$ cat config.mk
export PLATFORM = sky130hd
export DESIGN_NAME = tile_icon_mapper_flat
export DESIGN_NICKNAME = d
export VERILOG_FILES = /design/src/rtl/tile_icon_mapper_if.sv /design/src/rtl/tile_icon_mapper.sv /design/src/flat_wrapper.sv
export SDC_FILE = /design/constraint.sdc
export NUM_CORES = 1
export LEC_CHECK = 0
export BUFFER_PORTS_ARGS = -buffer_cell sky130_fd_sc_hd__buf_2
export CELL_PAD_IN_SITES_DETAIL_PLACEMENT = 1
export CELL_PAD_IN_SITES_GLOBAL_PLACEMENT = 1
export CORE_ASPECT_RATIO = 0.7
export CORE_MARGIN = 2
export CORE_UTILIZATION = 55
export DETAILED_ROUTE_END_ITERATION = 8
export GPL_TIMING_DRIVEN = 1
export PLACE_DENSITY = 0.84
export SYNTH_ARGS = -nofsm -noshare
export SYNTH_HDL_FRONTEND = slang
export SYNTH_SLANG_ARGS = --single-unit
$ cat constraint.sdc
create_clock -name reloj -period 5.7 [get_ports reloj]
set_input_delay 0.285 -clock reloj [delete_from_list [all_inputs] [get_ports reloj]]
set_output_delay 0.285 -clock reloj [all_outputs]
set_load 0.05 [all_outputs]
$ cat src/rtl/tile_icon_mapper_if.sv
// Slot-configuration write bus for tile_icon_mapper: strobe, slot index, payload and accept pulse.
interface tile_icon_mapper_if #(
  parameter int unsigned DATA_W = 16
) ();
  logic              cfg_we;
  logic [3:0]        cfg_slot;
  logic [DATA_W-1:0] cfg_data;
  logic              cfg_ack;

  modport master (output cfg_we, output cfg_slot, output cfg_data, input  cfg_ack);
  modport slave  (input  cfg_we, input  cfg_slot, input  cfg_data, output cfg_ack);
endinterface

$ cat src/rtl/tile_icon_mapper.sv
// Tile-to-icon address mapper: configurable icon slots with shadow/active
// registers committed at frame start, per-slot blink, fixed lowest-index
// priority and a two-stage registered lookup pipeline.
module tile_icon_mapper #(
  parameter int unsigned NUM_SLOTS = 8,
  parameter int unsigned ID_W      = 4,
  parameter int unsigned TILE_W    = 5,
  parameter int unsigned ROW_W     = 5,
  parameter int unsigned BLINK_DIV = 30
) (
  input  logic                     reloj,
  input  logic                     resetM,
  input  logic [TILE_W-1:0]        Qh,
  input  logic [TILE_W+ROW_W-1:0]  Qv,
  input  logic                     frame_start,
  tile_icon_mapper_if.slave        cfg,
  output logic [ID_W+ROW_W-1:0]    DIR_IM,
  output logic                     dir_valid,
  output logic [3:0]               hit_slot
);

  localparam int unsigned CFG_W  = 2 + ID_W + 2 * TILE_W;
  localparam int unsigned V_LSB  = TILE_W;
  localparam int unsigned ID_LSB = 2 * TILE_W;
  localparam int unsigned BL_BIT = 2 * TILE_W + ID_W;
  localparam int unsigned EN_BIT = BL_BIT + 1;
  localparam int unsigned CNT_W  = (BLINK_DIV > 1) ? $clog2(BLINK_DIV) : 1;

  logic [CFG_W-1:0]       r_shadow [NUM_SLOTS];
  logic [CFG_W-1:0]       r_active [NUM_SLOTS];
  logic                   r_cfg_ack;
  logic [CNT_W-1:0]       r_blink_cnt;
  logic                   r_blink_phase;
  logic [TILE_W-1:0]      r_h;
  logic [TILE_W-1:0]      r_v;
  logic [ROW_W-1:0]       r_line;
  logic [ID_W+ROW_W-1:0]  r_dir_im;
  logic                   r_dir_valid;
  logic [3:0]             r_hit_slot;

  logic                   w_cfg_ok;
  logic                   w_hit;
  logic [3:0]             w_idx;
  logic [ID_W-1:0]        w_id;

  assign w_cfg_ok    = cfg.cfg_we && (32'(cfg.cfg_slot) < NUM_SLOTS);
  assign cfg.cfg_ack = r_cfg_ack;
  assign DIR_IM      = r_dir_im;
  assign dir_valid   = r_dir_valid;
  assign hit_slot    = r_hit_slot;

  // Shadow writes every cycle; active set copies old shadow only at frame start.
  always_ff @(posedge reloj) begin
    if (resetM) begin
      for (int i = 0; i < int'(NUM_SLOTS); i++) begin
        r_shadow[i] <= '0;
        r_active[i] <= '0;
      end
      r_cfg_ack <= 1'b0;
    end else begin
      for (int i = 0; i < int'(NUM_SLOTS); i++) begin
        if (w_cfg_ok && (cfg.cfg_slot == 4'(i))) r_shadow[i] <= cfg.cfg_data;
        if (frame_start)                         r_active[i] <= r_shadow[i];
      end
      r_cfg_ack <= w_cfg_ok;
    end
  end

  // Frame counter wraps at BLINK_DIV-1 and toggles the blink phase.
  always_ff @(posedge reloj) begin
    if (resetM) begin
      r_blink_cnt   <= '0;
      r_blink_phase <= 1'b0;
    end else if (frame_start) begin
      if (r_blink_cnt == CNT_W'(BLINK_DIV - 1)) begin
        r_blink_cnt   <= '0;
        r_blink_phase <= ~r_blink_phase;
      end else begin
        r_blink_cnt <= r_blink_cnt + CNT_W'(1);
      end
    end
  end

  // Stage 1: split the tile coordinates.
  always_ff @(posedge reloj) begin
    if (resetM) begin
      r_h    <= '0;
      r_v    <= '0;
      r_line <= '0;
    end else begin
      r_h    <= Qh;
      r_v    <= Qv[TILE_W+ROW_W-1:ROW_W];
      r_line <= Qv[ROW_W-1:0];
    end
  end

  // Slot match with lowest index winning (scan high to low, last match kept).
  always_comb begin
    w_hit = 1'b0;
    w_idx = '0;
    w_id  = '0;
    for (int i = int'(NUM_SLOTS) - 1; i >= 0; i--) begin
      if (r_active[i][EN_BIT]
          && (r_active[i][ID_LSB +: ID_W] != '0)
          && (r_active[i][V_LSB +: TILE_W] == r_v)
          && (r_active[i][TILE_W-1:0] == r_h)
          && (!r_active[i][BL_BIT] || r_blink_phase)) begin
        w_hit = 1'b1;
        w_idx = 4'(i);
        w_id  = r_active[i][ID_LSB +: ID_W];
      end
    end
  end

  // Stage 2: registered ROM address and hit information.
  always_ff @(posedge reloj) begin
    if (resetM) begin
      r_dir_im    <= '0;
      r_dir_valid <= 1'b0;
      r_hit_slot  <= '0;
    end else begin
      r_dir_im    <= w_hit ? {w_id, r_line} : '0;
      r_dir_valid <= w_hit;
      r_hit_slot  <= w_idx;
    end
  end

endmodule

$ cat src/flat_wrapper.sv
// flat-port wrapper written by rule: the top's interface ports become plain ports
module tile_icon_mapper_flat 
#(
  parameter int unsigned NUM_SLOTS = 8,
  parameter int unsigned ID_W      = 4,
  parameter int unsigned TILE_W    = 5,
  parameter int unsigned ROW_W     = 5,
  parameter int unsigned BLINK_DIV = 30
)
  (reloj, resetM, Qh, Qv, frame_start, DIR_IM, dir_valid, hit_slot, cfg_cfg_we, cfg_cfg_slot, cfg_cfg_data, cfg_cfg_ack);
  tile_icon_mapper_if #(.DATA_W((16))) cfg_i ();
  input  logic reloj;
  input  logic resetM;
  input  logic [TILE_W-1:0] Qh;
  input  logic [TILE_W+ROW_W-1:0] Qv;
  input  logic frame_start;
  output logic [ID_W+ROW_W-1:0] DIR_IM;
  output logic dir_valid;
  output logic [3:0] hit_slot;
  input wire logic [$bits(cfg_i.cfg_we)-1:0] cfg_cfg_we;
  input wire logic [$bits(cfg_i.cfg_slot)-1:0] cfg_cfg_slot;
  input wire logic [$bits(cfg_i.cfg_data)-1:0] cfg_cfg_data;
  output wire logic [$bits(cfg_i.cfg_ack)-1:0] cfg_cfg_ack;
  assign cfg_i.cfg_we = cfg_cfg_we;
  assign cfg_i.cfg_slot = cfg_cfg_slot;
  assign cfg_i.cfg_data = cfg_cfg_data;
  assign cfg_cfg_ack = cfg_i.cfg_ack;
  tile_icon_mapper #(.NUM_SLOTS(NUM_SLOTS), .ID_W(ID_W), .TILE_W(TILE_W), .ROW_W(ROW_W), .BLINK_DIV(BLINK_DIV)) u_core (.reloj(reloj), .resetM(resetM), .Qh(Qh), .Qv(Qv), .frame_start(frame_start), .cfg(cfg_i), .DIR_IM(DIR_IM), .dir_valid(dir_valid), .hit_slot(hit_slot));
endmodule
======== Word level (Yosys, flattened, before mapping) ========
Memory sizes are Yosys's and may differ from the RTL's.
Index checks and enable logic that the tools add are counted.
storage, ports and cells
  flip-flop bits (word level) ............. 36
  bits in writable memories ............... 256
  bits of input ports ..................... 39
  output and inout port bits .............. 15
  logic and storage cells ................. 199
  memories kept ........................... 2
cells by class
  $add $sub $neg .......................... 1
  $lt $le $gt $ge ......................... 1
  equal/unequal tests ..................... 24
  mux-type cells .......................... 69
  bitwise logic cells ..................... 18
  reduce and logical (&&, ||, !) cells .... 72
memory list
  memory           words  bits a word  read ports  clocked after memory_dff  wr ports  line                    source
  u_core.r_active  8      16           8           0                         8         tile_icon_mapper.sv:30  logic [CFG_W-1:0] r_active [NUM_SLOTS];
  u_core.r_shadow  8      16           8           0                         8         tile_icon_mapper.sv:29  logic [CFG_W-1:0] r_shadow [NUM_SLOTS];
operators by type and width
  operator                                                               count
  16-bit two-way mux                                                     16
  5-bit equality test                                                    16
  1-bit logical AND                                                      41
  1-bit two-way mux                                                      38
  4-bit two-way mux                                                      8
  4-bit nonzero test                                                     8
  4-bit by 3-bit equality test with 1-bit output, second input constant  4
  1-bit OR                                                               16
  3-bit two-way mux                                                      4
  4-bit by 2-bit equality test with 1-bit output, second input constant  2
  1-bit logical NOT                                                      8
  1-bit logical OR                                                       8
  8-bit OR reduction                                                     1
  5-bit by 1-bit adder with 5-bit output, second input constant          1
  5-bit equality test, second input constant                             1
  5-bit two-way mux                                                      1
  5-bit OR reduction                                                     1
  4-bit by 1-bit equality test with 1-bit output, second input constant  1
  4-bit logical NOT                                                      1
  4-bit less-than comparator, second input constant                      1
  2-bit two-way mux                                                      2
  2-bit OR reduction                                                     2
  3-bit OR reduction                                                     1
  1-bit NOT                                                              2
  2-bit AND reduction                                                    1

======== Logic depth before layout (Yosys ltp) ========
An unclocked memory read counts as a cell.
  depth in word-level cells ............... 16
  depth in mapped cells ................... 9
  mapped depth without buffers ............ 7

======== Least setup slack after synthesis ========
Ideal clock, no wire load.
  path type ............................... input -> register
  start ................................... input resetM
  end ..................................... memory u_core.r_active[0][0] (netlist name), enable pin
  library setup time ...................... 433 ps
  arrival time ............................ 2513 ps
  required time ........................... 5267 ps
  setup slack ............................. 2754 ps
  stages .................................. 3
  buffers on the path ..................... 2
  cells stage by stage .................... clkbuf_1 clkbuf_1 or2_2
RTL lines
  element      line                    source
  from (decl)  flat_wrapper.sv:13      input logic resetM;
  to (decl)    tile_icon_mapper.sv:30

======== Worst setup path after layout ========
  start ................................... register u_core.r_h[1]
  end ..................................... register u_core.r_dir_im[8], in the netlist u_core.DIR_IM[8]
on the way
  cells in the longest elaborated chain, start to end .. 13
  elaborated cells between the ends (all ways) .. 42
  classes of those cells .................. eq/ne: 8; mux: 16; bitwise: 1; reduce/logical: 17
RTL lines
  element                              line                     source
  from (decl)                          tile_icon_mapper.sv:34   logic [TILE_W-1:0] r_h;
  from (signal assigned)               tile_icon_mapper.sv:91   r_h <= Qh;
  5-bit equality test                  tile_icon_mapper.sv:106  && (r_active[i][TILE_W-1:0] == r_h)
  1-bit logical AND                    tile_icon_mapper.sv:106
  1-bit logical AND                    tile_icon_mapper.sv:107  && (!r_active[i][BL_BIT] || r_blink_phase)) begin
  1-bit two-way mux (8 in a row)       tile_icon_mapper.sv:103  if (r_active[i][EN_BIT]
  1-bit NOT (no source line)           -
  2-bit OR reduction (no source line)  -
  to (signal assigned)                 tile_icon_mapper.sv:122  r_dir_im <= w_hit ? {w_id, r_line} : '0;
  to (decl)                            tile_icon_mapper.sv:37   logic [ID_W+ROW_W-1:0] r_dir_im;
Parallel ways exist; a longest one is shown, timed or not.
A chain may end at the register's enable or synchronous reset.

==> qor.csv <==
stage,metric,value,unit
finish,antenna_cells,0,
placed_design,gp_congestion,0.8458,
finish,area_growth,11.77,%
clocking,clock-root-buffer,clkbuf_16,
placed_design,hpwl,20590,um
timing,fin_crit_sh,53.29,%
timing,worst_pin_slew,1.173,ns
clocking,cts_made_buffers,28,
worst_setup_path,cp_max_fo,11,
synth,synthFlopType,edfxtp_1,
synth,synth_cell_types,50,
worst_setup_path,critPathMaxStageDelay,0.96,ns
worst_setup_path,cp_top_family,simple AND/OR/NAND/NOR gates,
drt,via_per_inst,5.733,
clocking,cts_resized,0,
drt,drt_iter0_markers,768,
synth,syn_inst,858,
worst_setup_path,required,6.15,ns
global_routing,grt_first_pass_wirelength,46840,um
floorplan,coreArea,20980,um2
run,cap_violations,0,
outcome,status,"finished, violations left",
clocking,cts_htree_levels,1,
global_routing,antenna_found_initial,2,
worst_setup_path,cp_data_arrival_time,3.49,ns
worst_setup_path,end_kind,flop,
synth,synth_enable_flop_cells,256,
global_routing,globalRouteTotalUtil,28.27,%
pwr,p_comb_share,6.3,%
timing,setup_viol,0,
finish,final_cell_mix,"edfxtp_1 (256), nor2_1 (119), and2_1 (101)",
floorplan,ioPinCount,54,
pwr,p_int,3.621,mW
clocking,clkLatencyLatePin,0.55,ns
finish,layout_commonest_cell,edfxtp_1,
timing,holdWs,-0.003516,ns
placed_design,portBuffers,52,
drt,post-route-drc-count,0,
pwr,power.net_switching,1.073,mW
clocking,clkTransAtPathRegs,0.07,ns
synth,avgSynthCellArea,13.83,um2
finish,nets,953,
floorplan,die-area,22790,um2
timing,max_freq,0.3292,GHz
pwr,p_clk_share,39.3,%
synth,seq_area_frac_synth,70.68,%
global_routing,grt-ovfl-total,0,
timing,fin_tns_setup,0,ns
timing,report.final.slew_viol_count,0,
drt,vias,6925,
synth,syn_nets,899,
synth,synth-async-reset-ratio,0,%
pwr,p_leak,4.861,nW
worst_setup_path,path_buf_inv,0,
global_routing,grt_pass1_vias,7439,
pwr,p_seq_share,54.5,%
min_path,hold_path.class,in -> reg,
drt,drt_pass1_iterations,5,
drt,postRouteAntennaNets,0,
worst_setup_path,cp_cell_sequence,xnor2_1 > nand3_1 > nor4_2 > nor2_1 > o21ai_1 > a21oi_1 > o32ai_1,
clocking,tritoncts,yes,
finish,layout-drive-gt1-share,12.23,%
worst_setup_path,start_kind,flop,
synth,netlist_area,11870,um2
floorplan,dieHeight,126.9,um
clocking,clock_path_buffers,3,
timing,hold_viol_final,1,
floorplan,initial_utilization,56.58,%
timing,min_period,3.038,ns
drt,wl,31840,um
floorplan,placementRows,44,
global_routing,grt_max_degree,97,
outcome,failed_checks,hold timing,
timing,relSlewSlack,21.15,%
pwr,peakVddDrop,237.5,uV
worst_setup_path,slowest_stage,nor4_2,
drt,wl_per_cell,26.36,um
worst_setup_path,worstSetupPathType,reg -> reg,
clocking,numClockSinks,291,
pwr,powerDensity,353.9,nW/um2
synth,ys_seq_elements,291,
synth,yosysWarnings,0,
floorplan,dieWidth,179.6,um
pwr,swShare,22.85,%
timing,fin_worst_skew,0.01283,ns
timing,rsz0062_at_grt,false,
-- power groups by stage --
stage	registers, mW	logic [mW]	clock network, mW
2_1_floorplan	2.55	0.203	0
3_3_place_gp	2.59	0.268	0
3_5_place_dp	2.60	0.284	0
4_1_cts	2.55	0.293	1.85
5_1_grt	2.57	0.315	1.93
6_report	2.56	0.294	1.84
-- kinds of logic after synthesis --
| group | after synthesis | synth area share, % |
|---|---|---|
| flops | 291 | 70.68 |
| compound gates | 40 | 2.320 |
| simple gates | 375 | 17.58 |
| other cells | 1 | 0.03160 |
| mux | 3 | 0.2530 |
| fa+ha+maj | 2 | 0.2108 |
| buf+inv | 62 | 2.604 |
| xor+xnor | 84 | 6.326 |
-- what timing repair did --
item,4_1_cts,5_1_grt
hold buffers,5,0
buffers inserted,0,0
hold endpoints to repair,5,0
-- worst register-to-register path, cell delays in order, from the launching register on --
cell,delay (ns)
dfxtp_1,0.77
xnor2_1,0.22
nand3_1,0.13
nor4_2,0.96
nor2_1,0.32
o21ai_1,0.19
a21oi_1,0.10
o32ai_1,0.27
-- synth_stat cells, types with 2 or more instances --
library cell / number / area, um2
clkbuf_1: 25 / 93.84
nor2b_1: 57 / 356.6
o41ai_1: 4 / 35.03
buf_6: 9 / 101.4
mux2i_1: 3 / 30.03
nor4_1: 4 / 25.02
nand4_1: 17 / 106.4
a22oi_1: 2 / 15.01
dfxtp_1: 35 / 700.7
xnor2_2: 2 / 32.53
xor2_1: 13 / 113.9
nand3_1: 9 / 45.04
buf_2: 4 / 20.02
ha_1: 2 / 25.02
and2_1: 101 / 631.9
nor4_2: 3 / 37.54
inv_1: 22 / 82.58
o32ai_1: 2 / 17.52
o21ai_0: 4 / 20.02
o21a_1: 2 / 15.01
nor2_1: 119 / 446.7
nand2_1: 17 / 63.81
xnor2_1: 69 / 604.3
o21ai_1: 2 / 10.01
nand2b_1: 32 / 200.2
a21oi_1: 15 / 75.07
or4_1: 3 / 22.52
edfxtp_1: 256 / 7687
nor4_4: 4 / 85.08
-- registers in the layout, summed over array words and instances (netlist names) --
name / flops
u_core.r_v: 5
u_core.r_shadow: 128
u_core.DIR_IM: 9
u_core.dir_valid: 1
u_core.r_active: 128
u_core.r_line: 5
u_core.r_blink_cnt: 5
u_core.r_h: 5
u_core.r_blink_phase: 1
u_core.hit_slot: 3
u_core.cfg.cfg_ack: 1
-- cell type report --
class | instances | area, um2
clock buffer | 39 | 815.8
clock inverter | 11 | 88.84
fill | 1963 | 7711
inverter | 22 | 82.58
multi-input combinational | 505 | 3181
sequential | 291 | 8388
tap | 276 | 345.3
timing repair buffer | 64 | 362.8
-- per-stage QoR --
| step | worst slack (ns) | instance area (um2) | cells | power [mW] | utilization [%] |
|---|---|---|---|---|---|
| after global routing | 2.521 | 13260 | 1208 | 4.806 | 63.24 |
| after floorplan | 2.754 | 11870 | 858 | 2.752 | - |
| after CTS | 2.701 | 13260 | 1208 | 4.700 | 63.24 |
| final | 2.662 | 13260 | 1208 | 4.694 | 63.24 |
| after detailed placement | 2.777 | 12310 | 1153 | 2.881 | 58.69 |
| after global placement | 2.894 | 12310 | 1153 | 2.854 | 58.69 |
-- metal layers --
layer	GRT usage [%]	part of all wire, %	wire length, um	up-vias
met2	46.99	48	15310	275
met3	5.742	7.0	2224	75
met5	0	0.041	13	-
li1	-	-	-	3063
met1	37.28	41	13100	3510
met4	10.57	3.8	1197	2
-- final timing paths --
path | startpoint | endpoint | slack (ns) | depth (start not counted)
min reg2reg | u_core.r_line[1]$_SDFF_PP0_ | u_core.DIR_IM[1]$_SDFF_PP0_ | 0.43 | 1
max reg2reg | u_core.r_h[1]$_SDFF_PP0_ | u_core.DIR_IM[8]$_SDFF_PP0_ | 2.66 | 7
max | u_core.r_h[1]$_SDFF_PP0_ | u_core.DIR_IM[8]$_SDFF_PP0_ | 2.66 | 7
min | Qv[1] | u_core.r_line[1]$_SDFF_PP0_ | -0.004 | 2
No activity file was read; power rests on OpenSTA's default activity.
